## src/rtl/loopback_fifo.sv

```systemverilog
// Byte elastic buffer between the usb_cdc OUT and IN streams, with a registered FWFT output,
// a fill level and a retriggerable activity pulse for the board LED.
module loopback_fifo #(
  parameter int DEPTH      = 16,
  parameter int ACT_CYCLES = 1600000
) (
  input  logic                       clk_i,
  input  logic                       rst_i,
  input  logic                       flush_i,
  input  logic [7:0]                 rx_data_i,
  input  logic                       rx_valid_i,
  output logic                       rx_ready_o,
  output logic [7:0]                 tx_data_o,
  output logic                       tx_valid_o,
  input  logic                       tx_ready_i,
  output logic [$clog2(DEPTH+1)-1:0] level_o,
  output logic                       activity_o
);

  localparam int AW = $clog2(DEPTH);
  localparam int LW = $clog2(DEPTH+1);
  localparam int CW = $clog2(ACT_CYCLES+1);

  logic [7:0]    mem [DEPTH];
  logic [AW-1:0] wr_ptr;
  logic [AW-1:0] rd_ptr;
  logic [LW-1:0] ram_count;
  logic [CW-1:0] act_cnt;
  logic          push;
  logic          pop;
  logic          load;

  assign rx_ready_o = ~flush_i & (level_o < LW'(DEPTH));
  assign push       = rx_valid_i & rx_ready_o;
  assign pop        = tx_valid_o & tx_ready_i & ~flush_i;

  // level_o counts the output register too; the RAM holds the rest.
  assign ram_count  = level_o - LW'(tx_valid_o);
  assign load       = ~flush_i & (~tx_valid_o | pop) & (ram_count != '0);

  always_ff @(posedge clk_i) begin
    if (push) begin
      mem[wr_ptr] <= rx_data_i;
    end
  end

  always_ff @(posedge clk_i or posedge rst_i) begin
    if (rst_i) begin
      wr_ptr     <= '0;
      rd_ptr     <= '0;
      level_o    <= '0;
      tx_valid_o <= 1'b0;
      tx_data_o  <= 8'h00;
    end else if (flush_i) begin
      wr_ptr     <= '0;
      rd_ptr     <= '0;
      level_o    <= '0;
      tx_valid_o <= 1'b0;
    end else begin
      if (push) begin
        wr_ptr <= wr_ptr + AW'(1);
      end
      if (load) begin
        tx_data_o  <= mem[rd_ptr];
        tx_valid_o <= 1'b1;
        rd_ptr     <= rd_ptr + AW'(1);
      end else if (pop) begin
        tx_valid_o <= 1'b0;
      end
      if (push && !pop) begin
        level_o <= level_o + LW'(1);
      end else if (pop && !push) begin
        level_o <= level_o - LW'(1);
      end
    end
  end

  // Activity stays high for exactly ACT_CYCLES cycles after the last transfer.
  always_ff @(posedge clk_i or posedge rst_i) begin
    if (rst_i) begin
      act_cnt    <= '0;
      activity_o <= 1'b0;
    end else if (push || pop) begin
      act_cnt    <= CW'(ACT_CYCLES - 1);
      activity_o <= 1'b1;
    end else if (act_cnt != '0) begin
      act_cnt <= act_cnt - CW'(1);
    end else begin
      activity_o <= 1'b0;
    end
  end

endmodule
```

## config.mk

```make
export PLATFORM = sky130hd
export DESIGN_NAME = loopback_fifo
export DESIGN_NICKNAME = d
export VERILOG_FILES = /design/src/rtl/loopback_fifo.sv
export SDC_FILE = /design/constraint.sdc
export NUM_CORES = 1
export LEC_CHECK = 0
export ABC_AREA = 1
export ABC_CLOCK_PERIOD_IN_PS = 1900
export BUFFER_PORTS_ARGS = -buffer_cell sky130_fd_sc_hd__clkbuf_2
export CAP_MARGIN = 20
export CORE_MARGIN = 2
export CORE_UTILIZATION = 62
export DETAILED_ROUTE_END_ITERATION = 7
export PLACE_DENSITY = 0.8
export SLEW_MARGIN = 20
export SYNTH_ARGS = -nofsm -noshare
export SYNTH_HDL_FRONTEND = slang
export SYNTH_SLANG_ARGS = --single-unit
export TNS_END_PERCENT = 5
```

## constraint.sdc

```tcl
create_clock -name clk_i -period 1.9 [get_ports clk_i]
set_input_delay 0.19 -clock clk_i [delete_from_list [all_inputs] [get_ports clk_i]]
set_output_delay 0.19 -clock clk_i [all_outputs]
set_load 0.1 [all_outputs]
```

=== After elaboration in Yosys (flattened, before gate mapping) ===
Memories as Yosys holds them, arrays and structs flattened. A register that Yosys moved wholly into a read port is not among the register bits.
Index checks and enable logic that the tools add are counted.

* Bitwise gates (word level): 9
* Magnitude comparators: 1
* Add/sub/neg operators: 6
* Equal/unequal tests: 1
* Reductions and logical operators: 13
* Mux-type cells: 16

{| class="wikitable"
|+ Operators by type and width
! operator !! count
|-
| 2-to-1 mux 21 bit || 2
|-
| nonzero test 21 bit || 1
|-
| subtractor 21 x 1 -> 21 bit (second input constant) || 1
|-
| 2-to-1 mux 4 bit || 4
|-
| 2-to-1 mux 5 bit || 3
|-
| adder 4 x 1 -> 4 bit (second input constant) || 2
|-
| 2-to-1 mux 1 bit || 7
|-
| AND 1 bit || 6
|-
| nonzero test 2 bit || 3
|-
| nonzero test 3 bit || 2
|-
| adder 5 x 1 -> 5 bit (second input constant) || 1
|-
| less-than comparator 5 bit (second input constant) || 1
|-
| nonzero test 5 bit || 1
|-
| subtractor 5 x 1 -> 5 bit || 1
|-
| subtractor 5 x 1 -> 5 bit (second input constant) || 1
|-
| logical AND 1 bit || 2
|-
| zero test 1 bit || 2
|-
| != test 2 bit (second input constant) || 1
|-
| inverter 1 bit || 2
|-
| AND reduction 2 bit || 1
|-
| logical OR 1 bit || 1
|-
| bitwise OR 1 bit || 1
|}

* Bits of input ports: 13
* Memory bits (writable): 128
* Memories: 1
* Register bits after elaboration: 36
* Word-level logic and storage cells: 53
* Output and inout bits: 16

{| class="wikitable"
|+ Memory list
! memory !! words !! bits a word !! read ports !! clocked after Yosys merged registers in !! wr ports !! RTL line !! source
|-
| mem || 16 || 8 || 1 || 1 || 1 || 24 || <nowiki>logic [7:0] mem [DEPTH];</nowiki>
|}

=== Logic depth before layout (Yosys ltp) ===
Gate-level depths: netlist of run 1.

* Depth after elaboration: 8
* Mapped depth: 11
* Depth with buffers taken out: 10

=== Worst setup path before layout of run 1 ===
Ideal clock, no wire load.

* Path kind: register to register
* Start: register level_o[4]
* End: register level_o[3]
* Arrival: 3.025 ns
* Data required time: 1.775 ns
* Cell stages (with the launch flop): 10
* Buffers on the path: 0
* Setup slack: -1.250 ns
* Clock period less this slack: 3.150 ns
* Cells stage by stage: dfrtp_1 -> nor2_2 -> nand2_2 -> nor2_2 -> inv_1 -> ha_1 -> nand3_1 -> nand3_1 -> xnor2_1 -> o21ai_1

* Word-level cells in the longest chain between the ends: 6

{| class="wikitable"
|+ RTL lines
! what !! RTL line !! source
|-
| start, declared || 16 || <nowiki>output logic [$clog2(DEPTH+1)-1:0] level_o,</nowiki>
|-
| start signal, assigned || 71 || <nowiki>level_o <= level_o + LW'(1);</nowiki>
|-
| start signal, assigned || 73 || <nowiki>level_o <= level_o - LW'(1);</nowiki>
|-
| less-than comparator 5 bit * || 33 || <nowiki>assign rx_ready_o = ~flush_i & (level_o < LW'(DEPTH));</nowiki>
|-
| AND 1 bit * || 33 ||
|-
| via rx_ready_o || 12 || <nowiki>output logic rx_ready_o,</nowiki>
|-
| AND 1 bit * || 34 || <nowiki>assign push = rx_valid_i & rx_ready_o;</nowiki>
|-
| logical AND 1 bit / zero test 1 bit (equally long branches) || 70, 72 ||
|-
| 2-to-1 mux 5 bit / logical AND 1 bit (equally long branches) || 70, 72 ||
|-
| 2-to-1 mux 5 bit / nonzero test 3 bit (equally long branches) || -- ||
|}

Mark *: on every way through the listed nets, which the timed path passes. The rest lies on a longest branch.
A chain may end at the register's enable or synchronous reset.

=== Final worst setup path of run 1 ===
* Start: register level_o[4]
* End: register level_o[4]

* Word-level cells in the longest chain between the ends: 6

{| class="wikitable"
|+ RTL lines
! what !! RTL line
|-
| less-than comparator 5 bit || 33
|-
| AND 1 bit || 33
|-
| AND 1 bit || 34
|-
| logical AND 1 bit / zero test 1 bit (equally long branches) || 70, 72
|-
| 2-to-1 mux 5 bit / logical AND 1 bit (equally long branches) || 70, 72
|-
| 2-to-1 mux 5 bit / nonzero test 3 bit (equally long branches) || --
|}

Several ways; a longest one is shown, not always the timed one. The select of a mux whose other input is x is not followed.

==> results of run 1 <==
==> cell usage after synthesis <==
| master | count | area, um2 |
|---|---|---|
| xnor2_1 | 4 | 35.0 |
| o21ai_0 | 11 | 55.1 |
| nand3_2 | 2 | 20.0 |
| inv_4 | 2 | 12.5 |
| nand2_2 | 2 | 12.5 |
| buf_2 | 17 | 85.1 |
| nand2_4 | 1 | 11.3 |
| clkinv_1 | 1 | 3.75 |
| nor2_1 | 54 | 203 |
| buf_1 | 1 | 3.75 |
| inv_2 | 2 | 7.51 |
| inv_1 | 137 | 514 |
| a21oi_1 | 9 | 45.0 |
| nand2_1 | 270 | 1010 |
| fa_1 | 1 | 20.0 |
| nor2_2 | 7 | 43.8 |
| nand4_1 | 8 | 50.1 |
| o21ai_1 | 3 | 15.0 |
| ha_1 | 11 | 138 |
| nor3_1 | 2 | 10.0 |
| a21o_1 | 3 | 22.5 |
| clkbuf_1 | 3 | 11.3 |
| nand3b_1 | 2 | 15.0 |
| nand3_1 | 131 | 656 |
| edfxtp_1 | 128 | 3840 |
| buf_4 | 7 | 52.6 |
| xor2_1 | 4 | 35.0 |
| nor2_4 | 4 | 45.0 |
| dfrtp_1 | 44 | 1100 |
==> flip-flops by register name, indices dropped and copies added, names as in the netlist <==
name	flops
activity_o	1
act_cnt	21
tx_valid_o	1
rd_ptr	4
wr_ptr	4
mem	128
level_o	5
tx_data_o	8
==> final timing paths <==
kind | start | endpoint | cells after the start
min reg2reg | activity_o | activity_o | 2
max | level_o[4] | level_o[4] | 9
min in group asynchronous | rst_i | tx_valid_o | 3
max reg2reg | level_o[4] | level_o[4] | 9
min | flush_i | tx_valid_o | 2
max in group asynchronous | rst_i | act_cnt[12] | 4
==> per-stage QoR <==
stage,power (W),utilization [%],setup TNS [ns]
detailed placement,0.00879,67.8,-0.0460
global placement,0.00870,67.8,0
floorplan,0.00774,-,-54.72
global route,0.0125,72.3,-0.808
finish,0.0120,72.3,-0.00553
CTS,0.0119,72.2,-0.133
==> power breakdown <==
group | internal, W | switching [W]
registers | 0.00430 | 0.000226
logic | 0.00110 | 0.00319
clock network | 0.00169 | 0.00145
total | 0.00709 | 0.00487
==> timing repair <==
action                                  CTS  global route
gates cloned                              0             0
gates resized for setup                   0             4
endpoints found under the setup margin    8            50
hold endpoints to repair                 13             0
hold buffers                              1             0
==> cell families after synthesis <==
family / after synthesis
buffers and inverters: 170
AOI/OAI and AO/OA: 26
xor gates and xnor gates: 8
adders and majority gates: 12
DFF: 172
and+or+nand+nor: 483
==> area by class of cell <==
cell class              instances  area (um2)
flip-flops and latches        172        4950
clock inverters                14         111
inverters                     142         544
clock buffers                  18         429
multi-input cells             529        2560
well taps                     172         215
fillers                       905        3510
repair buffers                 53         355
==> critical path: stages (launching register included) <==
cell	delay, ns
dfrtp_4	0.51
nor2_4	0.15
nand2_4	0.10
nor2_4	0.16
inv_4	0.08
fa_2	0.35
nand3_1	0.08
nand2_1	0.08
a21oi_1	0.18
o21ai_2	0.09
==> layer usage <==
| metal | vias to the layer above | global-route usage [%] |
|---|---|---|
| li1 | 2883 | - |
| met1 | 2719 | 36.6 |
| met2 | 265 | 42.1 |
| met3 | 42 | 6.08 |
| met4 | 0 | 13.1 |
| met5 | - | 0 |
==> impl_metrics.yaml, run 1 <==
status:
  status: "finished with violations"
  violations: "negative setup slack"
routing:
  met2_length_um: 8420
  final_antenna_net_count: 0
  routed_wl_um: 17900
  firstDrtPassIters: 5
  drtIter0Drc: 661
  drc: 0
  drt-met1-wl_um: 7680
  wl_per_cell_um: 16.3
  wl_met3_um: 1330
  highest_layer: "met4"
  vias: 5909
  via_per_inst: 5.37
pwr:
  peakVddDrop_mv: 1.99
  power_density_nw_per_um2: 1310
  p_leak_nw: 4.07
synth:
  postSynthCellCount: 871
  synth_compound_area_share_pct: 1.70
  syn_nets: 896
  synth_mux_area_share_pct: 0
  synthXorXnorAreaFrac_pct: 0.867
  synthAdderAreaFrac_pct: 1.95
  synth.distinct_cells: 29
  synthSimpleGateAreaFrac_pct: 25.7
  ys_ff_latch: 172
  ys_seq_area_share_pct: 61.2
  syn_area_per_cell_um2: 9.28
  synth_top_family_by_area: "simple AND/OR/NAND/NOR gates"
  netlist_area_um2: 8080
  yosys_warnings: 0
die:
  rows: 41
  start_util_pct: 63.8
  core_area_um2: 12700
  floorplan.die.height_um: 118
  dieArea_um2: 14000
  fp.dieW_um: 118
  num_io_pins: 29
final_layout:
  layout-drive-gt1-share_pct: 14.1
  syn2layout_area_growth_pct: 13.4
  antenna-diode-count: 0
  final_cells: 1100
  final_area_um2: 9160
  final_common_cell: "nand2_1"
  mostFrequentLayoutCells: "269 x nand2_1, 134 x inv_1, 129 x nand3_1, 128 x edfxtp_1, 42 x dfrtp_1"
  layout.nets: 940
sta:
  setup_violations: 1
  hold_violations: 0
  relSlewSlack_pct: 63.5
  period_share_pct: 100
  worst_slack_ns: -0.00553
  report.final.slew_viol_count: 0
  clock-skew-final_ns: 0.0113
  period_minus_slack_ns: 1.91
  worst_pin_slew_ns: 0.546
  rsz0062_at_grt: "yes"
  max_freq_mhz: 525
  whs_ns: 0.105
critical_path:
  cp_data_arrival_time_ns: 2.23
  worstSetupPathType: "reg2reg"
  path_max_fanout: 6
  rrSetupSlack_ns: -0.006
  critPathRequiredTime_ns: 2.22
  startpoint_type: "flop"
  critPathCaptureType: "flop"
hold_path:
  hp-class: "in2reg"
global_route:
  antenna_found_initial: 0
  groute.usage.overall_pct: 27.1
  grt_max_degree: 42
  grt_pass1_vias: 5665
  overflow: 0
  grt_pass1_wl_um: 28800
placed_design:
  io_buffers: 28
  hpwl_um: 11900
  dp.cells: 1067
  dp_slack_ns: -0.00583
  globalplace.congestion: 0.883
  place_area_um2: 8600
cts:
  htree_levels: 4
  clockBufferDepth: 2
  clk_latency_ns: 0.43
  post-cts-setup-buffers: 0
  cts.sinks: 172
  cts_buffers: 17
  cts_tree: "done"
  clk_pin_slew_ns: 0.07
  root_buffer: "clkbuf_16"
run:
  maxCapViolations: 0
(Power assumes the default switching activity.)
==> run 2: changes to the inputs <==
--- a/config.mk
+++ b/config.mk
@@ -6,7 +6,7 @@
 export NUM_CORES = 1
 export LEC_CHECK = 0
 export ABC_AREA = 1
-export ABC_CLOCK_PERIOD_IN_PS = 1900
+export ABC_CLOCK_PERIOD_IN_PS = 1930
 export BUFFER_PORTS_ARGS = -buffer_cell sky130_fd_sc_hd__clkbuf_2
 export CAP_MARGIN = 20
 export CORE_MARGIN = 2
==> constraint.sdc (replaced) <==
create_clock -name clk_i -period 1.93 [get_ports clk_i]
set_input_delay 0.193 -clock clk_i [delete_from_list [all_inputs] [get_ports clk_i]]
set_output_delay 0.193 -clock clk_i [all_outputs]
set_load 0.1 [all_outputs]
==> run 2 against run 1 <==
Utilization rose by 0.70 points. Critical endpoint is now mem[2][2]. Clock skew fell by 0.0053 ns. Combinational power fell by 3%. The flow now finishes without violations.
==> impl_metrics.yaml, run 2 (synthesis results as in run 1) <==
routing:
  vias: 5910
  routed_wl_um: 17900
  via_per_inst: 5.38
  drc: 0
  firstDrtPassIters: 6
  drtIter0Drc: 585
  final_antenna_net_count: 0
  wl_per_cell_um: 16.3
final_layout:
  mostFrequentLayoutCells: "269 x nand2_1, 135 x inv_1, 129 x nand3_1, 128 x edfxtp_1, 42 x dfrtp_1"
  syn2layout_area_growth_pct: 14.5
  largest_reg_flops: 128
  final_common_cell: "nand2_1"
  top_regs: "mem x128, act_cnt x21, tx_data_o x8"
  layout-drive-gt1-share_pct: 13.6
  regMostFlops: "mem"
  antenna-diode-count: 0
  final_area_um2: 9250
  layout.nets: 939
  fillCellCount: 925
cts:
  cts_buffers: 17
  root_buffer: "clkbuf_16"
  htree_levels: 4
  clk_pin_slew_ns: 0.06
  cts.sinks: 172
  cts_tree: "done"
  clockBufferDepth: 2
  clk_latency_ns: 0.43
  post-cts-setup-buffers: 0
sta:
  hold_violations: 0
  worst_pin_slew_ns: 0.547
  relSlewSlack_pct: 63.7
  max_freq_mhz: 521
  period_minus_slack_ns: 1.92
  period_share_pct: 99.5
  setup_violations: 0
  clock-skew-final_ns: 0.00594
  report.final.slew_viol_count: 0
  rsz0062_at_grt: "yes"
  worst_slack_ns: 0.00958
die:
  dieArea_um2: 14000
  rows: 41
  num_io_pins: 29
  fp.dieW_um: 118
  core_area_um2: 12700
  floorplan.die.height_um: 118
  start_util_pct: 63.8
global_route:
  top_usage_layer: "met2"
  gr-usage-met3_pct: 7.53
  groute.usage.overall_pct: 27.5
  use_met2_pct: 42.4
  grt_pass1_vias: 5846
  grt.met1_usage_pct: 36.8
  grt_max_degree: 41
  antenna_found_initial: 0
  overflow: 0
  grt_pass1_wl_um: 29400
pwr:
  totalPowerFinal_w: 0.0122
  p_leak_nw: 4.10
  power_density_nw_per_um2: 1320
  peakVddDrop_mv: 1.86
critical_path:
  worstReg2RegStart: "level_o[4]"
  startpoint_type: "flop"
  rr_endpoint: "mem[2][2]"
  critical_path_buf_inv_count: 3
  crit_top_cell: "buf_4"
  critPathCaptureType: "flop"
  cp_slowest_cell: "dfrtp_4"
  path_delay_family: "buffers and inverters"
  reg2reg_depth: 7
  path_max_fanout: 8
  crit_path_max_incr_delay_ns: 0.51
  rrSetupSlack_ns: 0.01
  critPathRequiredTime_ns: 2.07
  path_cells: "nor2_4 > nand2_4 > inv_1 > nand2_1 > buf_4 > nor2_2 > buf_4"
  cp_data_arrival_time_ns: 2.06
  worstSetupPathType: "reg2reg"
placed_design:
  hpwl_um: 11800
  dp_slack_ns: 0.0164
  io_buffers: 28
  place_area_um2: 8580
  globalplace.congestion: 0.888
hold_path:
  hp-class: "in2reg"
  min_from: "flush_i"
  whs_path_depth: 2
  holdPathEnd: "tx_valid_o"
run:
  maxCapViolations: 0
status:
  status: "complete, no violations"
run 2: worst max-delay path by stage:
stage               start         end  slack [ns]  depth (start not counted)
2_1_floorplan  level_o[4]  level_o[4]       -0.45                         10
3_3_place_gp   level_o[4]   mem[0][7]        0.09                          5
3_5_place_dp   level_o[4]   mem[0][7]        0.02                          5
4_1_cts        level_o[4]   mem[0][6]       -0.02                          5
5_1_grt        level_o[4]   mem[9][4]        -0.1                          6
6_report       level_o[4]   mem[2][2]        0.01                          7
run 2: stage by stage:
step	TNS (ns)	hold slack, ns	cells	utilization [%]
after global placement	0	0.149	1066	67.7
after global routing	-6.50	0.0853	1099	73.0
after CTS	-0.276	0.0663	1099	72.7
after detailed placement	0	0.152	1066	67.7
final	0	0.0725	1099	73.0
after floorplan	-50.13	0.292	871	-
run 2: cell type report:
class | count | area [um2] | share of cell area (%)
Tap cell | 172 | 215 | 2.33
Clock inverter | 14 | 193 | 2.08
Sequential cell | 172 | 4950 | 53.5
Timing Repair Buffer | 52 | 335 | 3.62
Inverter | 142 | 541 | 5.84
Clock buffer | 18 | 429 | 4.64
Multi-Input combinational cell | 529 | 2590 | 28.0
run 2: layer usage:
metal / wire length, um / share of wire, % / vias up
met4: 498 / 2.8 / 0
met5: 0 / 0 / -
met2: 8410 / 47 / 233
li1: - / - / 2884
met1: 7560 / 42 / 2754
met3: 1460 / 8.1 / 39
run 2: report_power, final:
group          internal, W  switching, W
combinational      0.00107       0.00311
sequential         0.00424      0.000217
clock              0.00217       0.00141
run 2: timing repair:
| action | in CTS | in global routing |
|---|---|---|
| gates resized for setup | 0 | 9 |
| hold buffers | 1 | 0 |
| endpoints found under the hold margin | 13 | 0 |
| pin swaps | 0 | 0 |
| setup endpoints to repair | 32 | 120 |
==> run 3: changes to the inputs <==
==> constraint.sdc (replaced) <==
create_clock -name clk_i -period 1.93 [get_ports clk_i]
set_input_delay 0.0965 -clock clk_i [delete_from_list [all_inputs] [get_ports clk_i]]
set_output_delay 0.0965 -clock clk_i [all_outputs]
set_load 0.1 [all_outputs]
==> run 3 against run 2 <==
Count of clock-buffer cells in the layout fell by 1. Combinational power hardly changed. Critical path type unchanged. Flip-flop and latch count unchanged. Highest routed layer unchanged. Setup slack worse by 0.0048 ns. Largest cell class unchanged.
==> impl_metrics.yaml, run 3 (synthesis results as in run 1) <==
final_layout:
  final_area_um2: 9240
  syn2layout_area_growth_pct: 14.3
  fillCellCount: 903
  multiInputGateArea_um2: 2550
  antenna-diode-count: 0
  top_regs: "mem x128, act_cnt x21, tx_data_o x8"
  layout.nets: 941
  regMostFlops: "mem"
  final_cells: 1101
  mostFrequentLayoutCells: "269 x nand2_1, 135 x inv_1, 129 x nand3_1, 128 x edfxtp_1, 42 x dfrtp_1"
  regArea_um2: 4950
  final_common_cell: "nand2_1"
  largest_reg_flops: 128
  layout-drive-gt1-share_pct: 13.8
sta:
  period_minus_slack_ns: 1.93
  relSlewSlack_pct: 62.9
  setup_violations: 0
  clock-skew-final_ns: 0.00709
  period_share_pct: 99.8
  rsz0062_at_grt: "yes"
  hold_violations: 0
  tns_ns: 0
  report.final.slew_viol_count: 0
  max_freq_mhz: 519
  worst_pin_slew_ns: 0.556
placed_design:
  io_buffers: 28
  place_area_um2: 8590
  globalplace.congestion: 0.898
  dp.cells: 1066
  hpwl_um: 11800
pwr:
  p_leak_nw: 4.12
  peakVddDrop_mv: 1.89
  power_density_nw_per_um2: 1320
hold_path:
  holdPathEnd: "wr_ptr[0]"
  whs_path_depth: 4
  hp-class: "in2reg"
  min_from: "rx_valid_i"
global_route:
  grt_pass1_vias: 5847
  antenna_found_initial: 0
  groute.usage.overall_pct: 27.9
  grt_max_degree: 44
  overflow: 0
  grt_pass1_wl_um: 29800
cts:
  htree_levels: 4
  root_buffer: "clkbuf_16"
  cts_buffers: 17
  clockBufferDepth: 2
  cts.sinks: 172
  clk_pin_slew_ns: 0.06
  clk_latency_ns: 0.43
  cts_tree: "done"
run:
  maxCapViolations: 0
critical_path:
  worstSetupPathType: "reg2reg"
  reg2reg_depth: 5
  path_delay_family: "simple AND/OR/NAND/NOR gates"
  rr_endpoint: "mem[0][3]"
  critical_path_buf_inv_count: 1
  path_max_fanout: 8
  path_cells: "nor2_4 > nand2_4 > inv_1 > nand2_1 > nor2_2"
  startpoint_type: "flop"
  crit_path_max_incr_delay_ns: 0.51
  cp_data_arrival_time_ns: 2.01
  rrSetupSlack_ns: 0.005
  critPathCaptureType: "flop"
  worstReg2RegStart: "level_o[4]"
  cp_slowest_cell: "dfrtp_4"
  critPathRequiredTime_ns: 2.02
die:
  core_area_um2: 12700
  dieArea_um2: 14000
  rows: 41
  floorplan.die.height_um: 118
  num_io_pins: 29
  fp.dieW_um: 118
  start_util_pct: 63.8
routing:
  drtIter0Drc: 623
  vias: 5948
  routed_wl_um: 18300
  drc: 0
  firstDrtPassIters: 5
  final_antenna_net_count: 0
  wl_per_cell_um: 16.6
  via_per_inst: 5.40
status:
  status: "complete, no violations"
## run 3: changes by cell type in the layout (fill, tap and decap cells not counted), sizes merged
cell	previous run	this run
clkinv	5	7
clkinvlp	3	1
dlygate4sd3	1	3
inv	144	146
bufinv	4	3
clkbuf	46	45
## run 3: layer usage
metal  global-route usage [%]  vias to the layer above  part of all wire [%]
li1                         -                     2879                     -
met1                     37.8                     2792                    42
met2                     45.3                      248                    49
met3                     6.03                       29                   7.3
met4                     9.19                        0                   1.5
met5                        0                        -                     0
## run 3: worst max-delay path by stage
| stage | startpoint | end | depth (start not counted) |
|---|---|---|---|
| 2_1_floorplan | level_o[4] | level_o[4] | 10 |
| 3_3_place_gp | level_o[4] | mem[0][1] | 5 |
| 3_5_place_dp | level_o[4] | mem[0][7] | 5 |
| 4_1_cts | level_o[4] | mem[0][3] | 5 |
| 5_1_grt | level_o[4] | mem[1][3] | 5 |
| 6_report | level_o[4] | mem[0][3] | 5 |
## run 3: tightest hold or removal path, cell delays in order
cell      delay (ns)
clkbuf_2        0.10
nand2_4         0.08
nand2_1         0.08
o21ai_0         0.07
## run 3: layout make-up
| class | instances | share of cell area, % |
|---|---|---|
| clock buffers | 17 | 4.60 |
| clock inverters | 15 | 2.00 |
| flip-flops and latches | 172 | 53.6 |
| inverters | 142 | 5.85 |
| repair buffers | 54 | 3.98 |
| well taps | 172 | 2.33 |
| multi-input cells | 529 | 27.7 |
## run 3: where the power goes
group          total (W)  leakage (nW)  internal, W  switching, W
sequential       0.00446          1.67      0.00424      0.000219
clock            0.00351         0.297      0.00206       0.00145
combinational    0.00420          2.15      0.00109       0.00312
total             0.0122          4.12      0.00738       0.00479
## run 3: per-stage QoR
stage	util, %	hold WS [ns]	power [W]	setup WS (ns)
2_1_floorplan	-	0.195	0.00762	-0.445
3_3_place_gp	67.8	-0.00696	0.00858	0.0940
3_5_place_dp	67.8	0.00222	0.00864	0.0282
4_1_cts	72.8	0.0297	0.0121	0.00911
5_1_grt	72.9	0.0508	0.0127	-0.0825
6_report	72.9	0.0405	0.0122	0.00482
## run 3: repair_timing
action                                  4_1_cts  5_1_grt
gates resized for setup                       0        2
buffers inserted                              0        0
hold endpoints to repair                     45        0
endpoints found under the setup margin        0       81
hold buffers                                  3        0
